File: src/rtl/agc_gain_ctrl.sv
// agc_gain_ctrl: automatic gain control loop fed by the Q8.8 dB power stream.
// A window of 2^AVG_LOG2 valid samples is reduced to one statistic. That
// statistic is compared with the target, and a settle/lock state machine then
// steps the front-end gain index.
// Optional build macro AGC_PEAK_DETECT_EN: the window statistic becomes the
// signed maximum of the window samples instead of the mean.
// SETTLE_CYC must be at least 1.
module agc_gain_ctrl #(
  parameter int GAIN_W       = 5,
  parameter int GAIN_MAX     = 31,
  parameter int GAIN_INIT    = 16,
  parameter int TARGET_DB_Q8 = 12800,
  parameter int HYST_Q8      = 768,
  parameter int UNLOCK_Q8    = 1536,
  parameter int AVG_LOG2     = 3,
  parameter int SETTLE_CYC   = 16,
  parameter int MAX_STEP     = 4
) (
  input  logic              i_clk,
  input  logic              i_rst,
  input  logic              i_en,
  input  logic              i_db_valid,
  input  logic [15:0]       i_db_q8,
  output logic [GAIN_W-1:0] o_gain_idx,
  output logic              o_gain_update,
  output logic              o_locked,
  output logic              o_sat
);

  localparam int CNT_W  = AVG_LOG2 + 1;
  localparam int SCNT_W = $clog2(SETTLE_CYC + 1);
  localparam logic [CNT_W-1:0]  WIN_LAST    = CNT_W'((1 << AVG_LOG2) - 1);
  localparam logic [SCNT_W-1:0] SETTLE_LAST = SCNT_W'(SETTLE_CYC - 1);

  typedef enum logic [2:0] {IDLE, MEASURE, EVAL, SETTLE, LOCKED} state_t;

  state_t                    state;
  logic signed [15:0]        din;
  logic signed [15:0]        stat_nxt;
  logic signed [15:0]        stat_q;
  logic                      prev_locked;
  logic [CNT_W-1:0]          cnt;
  logic [SCNT_W-1:0]         scnt;
  logic                      win_take;
  logic                      win_done;
  logic signed [17:0]        err;
  logic signed [7:0]         step;
  logic signed [15:0]        gsum;
  logic [GAIN_W-1:0]         gain_new;
  logic                      in_hyst;
  logic                      in_unlock;
  logic                      clip;

  // Rounded dB error to a gain step, limited to +/-MAX_STEP indices.
  function automatic logic signed [7:0] sat_step(input logic signed [17:0] e);
    logic signed [17:0] r;
    r = (e + 18'sd128) >>> 8;
    if (r > 18'(MAX_STEP))  return 8'(MAX_STEP);
    if (r < -18'(MAX_STEP)) return -8'(MAX_STEP);
    return 8'(r);
  endfunction

  // Clamp a candidate gain index to the legal table range.
  function automatic logic [GAIN_W-1:0] clamp_gain(input logic signed [15:0] g);
    if (g < 16'sd0)           return '0;
    if (g > 16'(GAIN_MAX))    return GAIN_W'(GAIN_MAX);
    return GAIN_W'(g);
  endfunction

  assign din      = $signed(i_db_q8);
  assign win_take = i_en && i_db_valid && ((state == MEASURE) || (state == LOCKED));
  assign win_done = win_take && (cnt == WIN_LAST);

`ifdef AGC_PEAK_DETECT_EN
  logic signed [15:0] peak;

  assign stat_nxt = (din > peak) ? din : peak;

  // Running window maximum, restarted at the most negative code each window.
  always_ff @(posedge i_clk or posedge i_rst) begin
    if (i_rst)                   peak <= 16'sh8000;
    else if (!i_en || win_done)  peak <= 16'sh8000;
    else if (win_take)           peak <= stat_nxt;
  end
`else
  localparam int ACC_W = 16 + AVG_LOG2;
  logic signed [ACC_W-1:0] acc;
  logic signed [ACC_W-1:0] acc_nxt;

  assign acc_nxt  = acc + $signed({{AVG_LOG2{din[15]}}, din});
  // Dropping the low AVG_LOG2 bits is the floor division by the window length.
  assign stat_nxt = acc_nxt[ACC_W-1:AVG_LOG2];

  // Running window sum, cleared whenever a window completes or the loop stops.
  always_ff @(posedge i_clk or posedge i_rst) begin
    if (i_rst)                   acc <= '0;
    else if (!i_en || win_done)  acc <= '0;
    else if (win_take)           acc <= acc_nxt;
  end
`endif

  // Evaluation arithmetic on the latched window statistic.
  assign err       = 18'(TARGET_DB_Q8) - 18'(stat_q);
  assign step      = sat_step(err);
  assign gsum      = $signed(16'(o_gain_idx)) + 16'(step);
  assign gain_new  = clamp_gain(gsum);
  assign clip      = (gsum < 16'sd0) || (gsum > 16'(GAIN_MAX));
  assign in_hyst   = (err <= 18'(HYST_Q8)) && (err >= -18'(HYST_Q8));
  assign in_unlock = (err <= 18'(UNLOCK_Q8)) && (err >= -18'(UNLOCK_Q8));

  // Loop state machine with registered gain, pulse, lock and saturation flags.
  always_ff @(posedge i_clk or posedge i_rst) begin
    if (i_rst) begin
      state         <= IDLE;
      o_gain_idx    <= GAIN_W'(GAIN_INIT);
      o_gain_update <= 1'b0;
      o_locked      <= 1'b0;
      o_sat         <= 1'b0;
      cnt           <= '0;
      scnt          <= '0;
      stat_q        <= '0;
      prev_locked   <= 1'b0;
    end else begin
      o_gain_update <= 1'b0;
      if (!i_en) begin
        state    <= IDLE;
        cnt      <= '0;
        scnt     <= '0;
        o_locked <= 1'b0;
      end else begin
        case (state)
          IDLE: state <= MEASURE;
          MEASURE, LOCKED: begin
            if (win_done) begin
              cnt         <= '0;
              stat_q      <= stat_nxt;
              prev_locked <= (state == LOCKED);
              state       <= EVAL;
            end else if (win_take) begin
              cnt <= cnt + 1'b1;
            end
          end
          EVAL: begin
            if (in_hyst || (prev_locked && in_unlock)) begin
              o_locked <= 1'b1;
              o_sat    <= 1'b0;
              state    <= LOCKED;
            end else begin
              o_locked <= 1'b0;
              o_sat    <= clip;
              if (gain_new != o_gain_idx) begin
                o_gain_idx    <= gain_new;
                o_gain_update <= 1'b1;
                state         <= SETTLE;
              end else begin
                state <= MEASURE;
              end
            end
          end
          SETTLE: begin
            if (scnt == SETTLE_LAST) begin
              scnt  <= '0;
              state <= MEASURE;
            end else begin
              scnt <= scnt + 1'b1;
            end
          end
          default: state <= IDLE;
        endcase
      end
    end
  end

endmodule
File: config.mk
export PLATFORM = sky130hd
export DESIGN_NAME = agc_gain_ctrl
export DESIGN_NICKNAME = d
export VERILOG_FILES = /design/src/rtl/agc_gain_ctrl.sv
export SDC_FILE = /design/constraint.sdc
export NUM_CORES = 1
export LEC_CHECK = 0
export CORE_MARGIN = 2
export CORE_UTILIZATION = 47
export CTS_BUF_LIST = sky130_fd_sc_hd__clkbuf_16
export DETAILED_ROUTE_END_ITERATION = 7
export GPL_TIMING_DRIVEN = 1
export MAX_ROUTING_LAYER = met4
export PLACE_DENSITY = 0.68
export SKIP_CTS_REPAIR_TIMING = 1
export SYNTH_ARGS = -nofsm -noshare
export SYNTH_HDL_FRONTEND = slang
export SYNTH_SLANG_ARGS = --single-unit
File: constraint.sdc
create_clock -name i_clk -period 4.9 [get_ports i_clk]
set_input_delay 1.225 -clock i_clk [delete_from_list [all_inputs] [get_ports i_clk]]
set_output_delay 1.225 -clock i_clk [all_outputs]
set_load 0.1 [all_outputs]
==> results of run 1 <==
## worst reg2reg max path, cell delays in order, from the launching register on
cell,delay [ns]
dfrtp_1,0.39
or4_4,0.56
or4_4,0.44
xnor2_2,0.17
inv_2,0.07
ha_4,0.17
o2111a_1,0.13
or2_4,0.27
o21a_1,0.20
o22ai_2,0.17
a22oi_2,0.11
nor2b_1,0.13
ha_2,0.21
inv_2,0.04
fa_2,0.34
nand2b_4,0.16
a21oi_4,0.17
nand2_2,0.09
mux2_4,0.32
mux2i_4,0.18
xor2_2,0.12
nor3_2,0.18
a21boi_1,0.08
## flip-flops by register name, indices dropped and copies added, names as in the netlist
| register | flops |
|---|---|
| cnt | 4 |
| stat_q | 16 |
| acc | 19 |
| scnt | 5 |
| o_gain_idx | 5 |
| o_gain_update | 1 |
| prev_locked | 1 |
| state | 3 |
| o_locked | 1 |
| o_sat | 1 |
## cell type report
class / count / area, um^2 / area share
Multi-Input combinational cell: 352 / 2761 / 0.5498
Sequential cell: 56 / 1403 / 0.2793
Timing Repair Buffer: 53 / 465.4 / 0.09268
Tap cell: 108 / 135.1 / 0.02691
Clock buffer: 5 / 125.1 / 0.02491
Inverter: 24 / 90.09 / 0.01794
Clock inverter: 3 / 42.54 / 0.008470
## cells in the mapped netlist (4+ instances only)
cell      count
o22ai_1       5
a211oi_1      6
or2_2         4
xnor2_1      25
mux2_4        4
a31oi_1       4
inv_1        24
nand4_1       9
a21oi_1      24
a21o_1        8
nor3_1        7
nand3_1      15
mux2_2       12
nand2b_1      6
nand2_1      23
ha_1         28
o21ai_0      28
dfrtp_1      55
nor2b_1       5
clkbuf_1     10
nor2_1       36
o31ai_1       5
a22o_1       16
a22oi_1       4
o21a_1        4
xor2_1       11
nor3b_1       4
## metal layers
layer	GRT usage	part of all wire	wire (um)
met2	0.3309	0.48	4439
met4	0.05983	0.017	154
met5	-	0	0
met1	0.2637	0.47	4307
met3	0.02505	0.028	256
## per-stage QoR
| stage | total power, W | hold slack (ns) | setup TNS [ns] | worst slack (ns) | std cells |
|---|---|---|---|---|---|
| 2_1_floorplan | 0.0006508 | 0.4538 | 0 | 0.04264 | 447 |
| 3_3_place_gp | 0.0007006 | 0.4805 | 0 | 0.009835 | 589 |
| 3_5_place_dp | 0.0007062 | 0.4876 | -0.3498 | -0.1982 | 589 |
| 4_1_cts | 0.001111 | 0.5062 | -0.3905 | -0.2144 | 597 |
| 5_1_grt | 0.001156 | 0.5316 | -0.3875 | -0.2066 | 601 |
| 6_report | 0.001102 | 0.4996 | 0 | 0.09497 | 601 |
## layout by cell type, fill, tap and decap left out, types with 5 or more instances in the layout
master	instances
a211oi_1	5
a21o_1	8
a21oi_1	20
a21oi_2	5
a22o_1	16
buf_4	26
clkbuf_16	5
clkdlybuf4s50_1	27
dfrtp_1	55
ha_1	26
inv_1	21
mux2_2	11
mux2_4	5
nand2_1	22
nand2b_1	5
nand3_1	14
nand4_1	9
nor2_1	35
nor2b_1	5
nor3_1	6
o21ai_0	28
o31ai_1	5
xnor2_1	24
xor2_1	8
## worst paths after layout
| kind | cells after the start | start | endpoint | slack (ns) |
|---|---|---|---|---|
| min in group asynchronous | 2 | i_rst | acc[0]$_DFFE_PP0P_ | 1.41 |
| max in group asynchronous | 3 | i_rst | stat_q[14]$_DFFE_PP0P_ | 2.74 |
| min reg2reg | 2 | acc[7]$_DFFE_PP0P_ | acc[7]$_DFFE_PP0P_ | 0.50 |
| max reg2reg | 22 | stat_q[2]$_DFFE_PP0P_ | o_gain_update$_DFF_PP0_ | 0.09 |
| max | 22 | stat_q[2]$_DFFE_PP0P_ | o_gain_update$_DFF_PP0_ | 0.09 |
| min | 2 | acc[7]$_DFFE_PP0P_ | acc[7]$_DFFE_PP0P_ | 0.50 |
## power groups by stage
stage	clock network [W]	logic, W	registers (W)
finish	0.000403	0.000202	0.000497
global route	0.000430	0.000226	0.000500
CTS	0.000412	0.000203	0.000497
detailed placement	0	0.000201	0.000505
global placement	0	0.000195	0.000505
floorplan	0	0.000149	0.000502
## kinds of logic (layout without fill, tap and decap cells)
family	after synthesis	in the layout	share of synthesized area
AND/OR/NAND/NOR	135	135	0.1746
XOR/XNOR	36	36	0.07586
AO/OA/AOI/OAI	132	132	0.2270
buffers and inverters	39	85	0.03703
flip-flops	56	56	0.3374
multiplexers	19	19	0.05419
adder cells (fa/ha/maj)	30	30	0.09392
==> impl_metrics.toml, run 1 <==
[run_status]
status = "finished, final reports clean"

[logic_synthesis]
ys_ff_latch = 56
syn_avg_cell_area_um2 = 9.299
postSynthCellCount = 447
synth_cell_types = 70
synth_ff_type = "dfrtp_1"
async_flop_share = 1.000
yosys_warnings = 0
ys_seq_area_frac = 0.3374
synth_area_leaders = "dfrtp_1, ha_1, xnor2_1"
synth-edff-count = 0
synth_top_area_share = 0.3311
syn-cell-area_um2 = 4156
synth_nets = 497
yosys.area.top_type = "dfrtp_1"

[pwr]
p_switching_w = 0.0002885
clockPowerShare = 0.365
seqPwrFrac = 0.451
pwr_density_cell_nw_per_um2 = 219.3
comb_power_share = 0.183
power_switching_share = 0.2619
leakagePower_nw = 2.224
peakVddDrop_mv = 0.1885
internal-power_w = 0.0008131

[placement]
dpl-instance-area_um2 = 4703
gp_congestion = 0.9033
dp_hpwl_um = 6869
io_buffers = 27

[timing]
finClkSkew_ns = 0.003436
slew_viol_final = 0
finalSetupViolCount = 0
fmax_ghz = 0.2081
hold_viol = 0
rsz0062_at_grt = "true"
worst_slew_pin_slew_ns = 0.9631
fin_crit_sh = 0.9806
relSlewSlack = 0.3559
fin_crit_ns = 4.805

[clock_network]
clk_latency_ns = 0.29
clock_path_buffers = 2
clock-root-buffer = "clkbuf_16"
cts_inserted_buffers = 5
cts.sinks = 56
cts.clk_slew.worst_paths_ns = 0.07
tritoncts = "built"
h-tree-depth = 2

[critical_path]
path_class = "reg2reg"
critPathTopFamily = "simple AND/OR/NAND/NOR gates"
worstPathCellList = "or4_4, or4_4, xnor2_2, inv_2, ha_4, o2111a_1, or2_4, o21a_1, o22ai_2, a22oi_2, nor2b_1, ha_2, inv_2, fa_2, nand2b_4, a21oi_4, nand2_2, mux2_4, mux2i_4, xor2_2, nor3_2, a21boi_1"
slowest_delay_ns = 0.56
cp_slowest_cell = "or4_4"
critical_path_required_ns = 5.08
critPathLaunchType = "flip-flop"
cp_max_fo = 4
crit_path_end_kind = "flip-flop"
worstPathBufferInverterCount = 2
critPathArrivalTime_ns = 4.98

[drt]
drc = 0
vias_per_cell = 5.834
first_pass_iters = 4
wire_per_inst_um = 15.24
drt_iter0_drc = 219
antenna_left = 0
wirelength_um = 9157
vias = 3506

[flow_run]
drv_cap = 0

[floorplanning]
die_area_um2 = 9612
io-pin-count = 28
die_h_um = 98.04
die_w_um = 98.04
start_util = 0.4813
core_area_um2 = 8636
num_rows = 34

[hold_path]
min-delay-path-class = "reg2reg"

[global_routing]
antenna_found_initial = 0
grt_pass1_vias = 3459
grtUsageTotal = 0.2019
grt_max_degree = 41
grt_overflow_total = 0
grt_pass1_wl_um = 15860

[finish]
finalNetCount = 542
fill_cells = 758
n_antenna_cell = 0
final_cell_area_um2 = 5022
area_growth_syn_to_layout_pct = 20.83
drive_gt1_frac = 0.1988
utilization = 0.5816
No activity file was read; power rests on OpenSTA's default activity.
==> run 2, diff against run 1 <==
--- a/config.mk
+++ b/config.mk
@@ -8,6 +8,7 @@
 export CORE_MARGIN = 2
 export CORE_UTILIZATION = 47
 export CTS_BUF_LIST = sky130_fd_sc_hd__clkbuf_16
+export CTS_CLUSTER_SIZE = 8
 export DETAILED_ROUTE_END_ITERATION = 7
 export GPL_TIMING_DRIVEN = 1
 export MAX_ROUTING_LAYER = met4
==> results of run 2 <==
No change in the layout: final DEF, timing and power equal those of run 1.
==> run 3, diff against run 2 <==
--- a/config.mk
+++ b/config.mk
@@ -13,6 +13,7 @@
 export GPL_TIMING_DRIVEN = 1
 export MAX_ROUTING_LAYER = met4
 export PLACE_DENSITY = 0.68
+export SETUP_SLACK_MARGIN = 0.2
 export SKIP_CTS_REPAIR_TIMING = 1
 export SYNTH_ARGS = -nofsm -noshare
 export SYNTH_HDL_FRONTEND = slang
==> impl_metrics.toml, run 3 (synthesized netlist as in run 1, its figures left out) <==
[run_status]
status = "finished, final reports clean"

[hold_path]
holdPathStages = 2
min-delay-path-class = "reg2reg"

[timing]
fmax_ghz = 0.2043
fin_crit_ns = 4.894
finalSetupViolCount = 0
fin_crit_sh = 0.9988
worst_slew_pin_slew_ns = 0.9611
finClkSkew_ns = 0.004902
slew_viol_final = 0
relSlewSlack = 0.3573
hold_viol = 0
rsz0062_at_grt = "true"
hold_ws_ns = 0.5032

[finish]
drive_gt1_frac = 0.2140
n_antenna_cell = 0
final_common_cell = "dfrtp_1"
final_cell_area_um2 = 5105
fin_cells = 608
fill_cells = 710
top_register = "acc"
layout_common_cells = "dfrtp_1, nor2_1, buf_4, o21ai_0, clkdlybuf4s50_1"
finalNetCount = 549
utilization = 0.5911
reg_top3 = "acc: 19 flops, stat_q: 16 flops"
area_growth_syn_to_layout_pct = 22.82
largest_reg_flops = 19

[pwr]
power_switching_share = 0.2638
clockPowerShare = 0.369
leakagePower_nw = 2.262
seqPwrFrac = 0.450
internal-power_w = 0.0008133
peakVddDrop_mv = 0.1258
comb_power_share = 0.181
p_switching_w = 0.0002915
pwr_density_cell_nw_per_um2 = 216.4

[critical_path]
crit_path_end_kind = "flip-flop"
slowest_delay_ns = 0.55
path_depth = 22
cp_max_fo = 4
cp_slowest_cell = "or4_4"
critPathTopFamily = "simple AND/OR/NAND/NOR gates"
path_class = "reg2reg"
r2r_cells = 22
critical_path_required_ns = 5.08
worstPathBufferInverterCount = 2
critPathLaunchType = "flip-flop"
worstPathCellList = "or4_4, or4_4, xnor2_4, inv_2, ha_4, o2111a_1, or2_4, o21a_1, o22ai_2, a22oi_2, nor2b_1, ha_2, inv_2, fa_2, nand2b_4, a21oi_4, a21oi_2, a21o_1, mux2i_4, xor2_2, nor4_2, a2bb2oi_1"
critPathArrivalTime_ns = 5.07

[floorplanning]
core_area_um2 = 8636
start_util = 0.4813
num_rows = 34
io-pin-count = 28
die_area_um2 = 9612
die_h_um = 98.04
die_w_um = 98.04

[placement]
dpl-instance-area_um2 = 4711
gp_congestion = 0.9078
dp_cells = 590
io_buffers = 27
dp_hpwl_um = 6664

[drt]
antenna_left = 0
first_pass_iters = 4
wl_met1_um = 4408
drt_iter0_drc = 178
met2_length_um = 4564
drc = 0
top_layer_used = "met4"
route.met3.wl_um = 226
vias = 3529
wirelength_um = 9282
wire_per_inst_um = 15.27
vias_per_cell = 5.804

[clock_network]
cts.clk_slew.worst_paths_ns = 0.07
clock-root-buffer = "clkbuf_16"
clk_latency_ns = 0.29
clock_path_buffers = 2
cts.sinks = 56
tritoncts = "built"
h-tree-depth = 2
cts_inserted_buffers = 5

[global_routing]
grt_max_degree = 37
grt_pass1_vias = 3429
grtUsageTotal = 0.1973
grt_pass1_wl_um = 15610
grt_overflow_total = 0
antenna_found_initial = 0

[flow_run]
drv_cap = 0
==> run 3: power groups by stage <==
stage                     sequential [W]  combinational [W]  clock, W
after floorplan                 0.000502           0.000149         0
after global placement          0.000505           0.000195         0
after detailed placement        0.000505           0.000201         0
after CTS                       0.000497           0.000202  0.000413
after global routing            0.000500           0.000228  0.000431
final                           0.000497           0.000200  0.000408
==> run 3: layout make-up <==
cell class	instances	area, um^2	share of cell area
multi-input cells	352	2791	0.5468
clock buffers	5	125.1	0.02451
clock inverters	3	42.54	0.008333
repair buffers	60	518.0	0.1015
well taps	108	135.1	0.02647
flip-flops and latches	56	1403	0.2748
inverters	24	90.09	0.01765
==> run 3: through the flow <==
step                      setup TNS [ns]  worst slack, ns  total power, W
after floorplan                        0          0.05000       0.0006508
after global placement                 0          0.01865       0.0007000
after detailed placement         -0.3119          -0.1585       0.0007063
after CTS                        -0.3396          -0.1807        0.001112
after global routing             -0.4922          -0.2205        0.001159
final                                  0         0.005984        0.001105
==> run 3: metal layers <==
metal,GRT usage,vias to the layer above
met4,0.05021,0
met1,0.2665,1711
met2,0.3219,59
li1,-,1753
met3,0.01790,6
met5,-,-
==> run 3: worst min-delay path, cell delays in order, from the launching register on <==
cell and delay [ns]:
dfrtp_1 0.36, nand2_1 0.05, o21ai_0 0.06
==> run 3: path summary, 6_finish.rpt <==
path | slack, ns | endpoint | startpoint
setup / recovery | 0.006 | state[1]$_DFFE_PP0P_ | stat_q[4]$_DFFE_PP0P_
max in group asynchronous | 2.76 | stat_q[10]$_DFFE_PP0P_ | i_rst
min in group asynchronous | 1.38 | cnt[3]$_DFFE_PP0P_ | i_rst
hold / removal | 0.50 | acc[2]$_DFFE_PP0P_ | acc[2]$_DFFE_PP0P_
setup reg to reg | 0.006 | state[1]$_DFFE_PP0P_ | stat_q[4]$_DFFE_PP0P_
hold reg to reg | 0.50 | acc[2]$_DFFE_PP0P_ | acc[2]$_DFFE_PP0P_
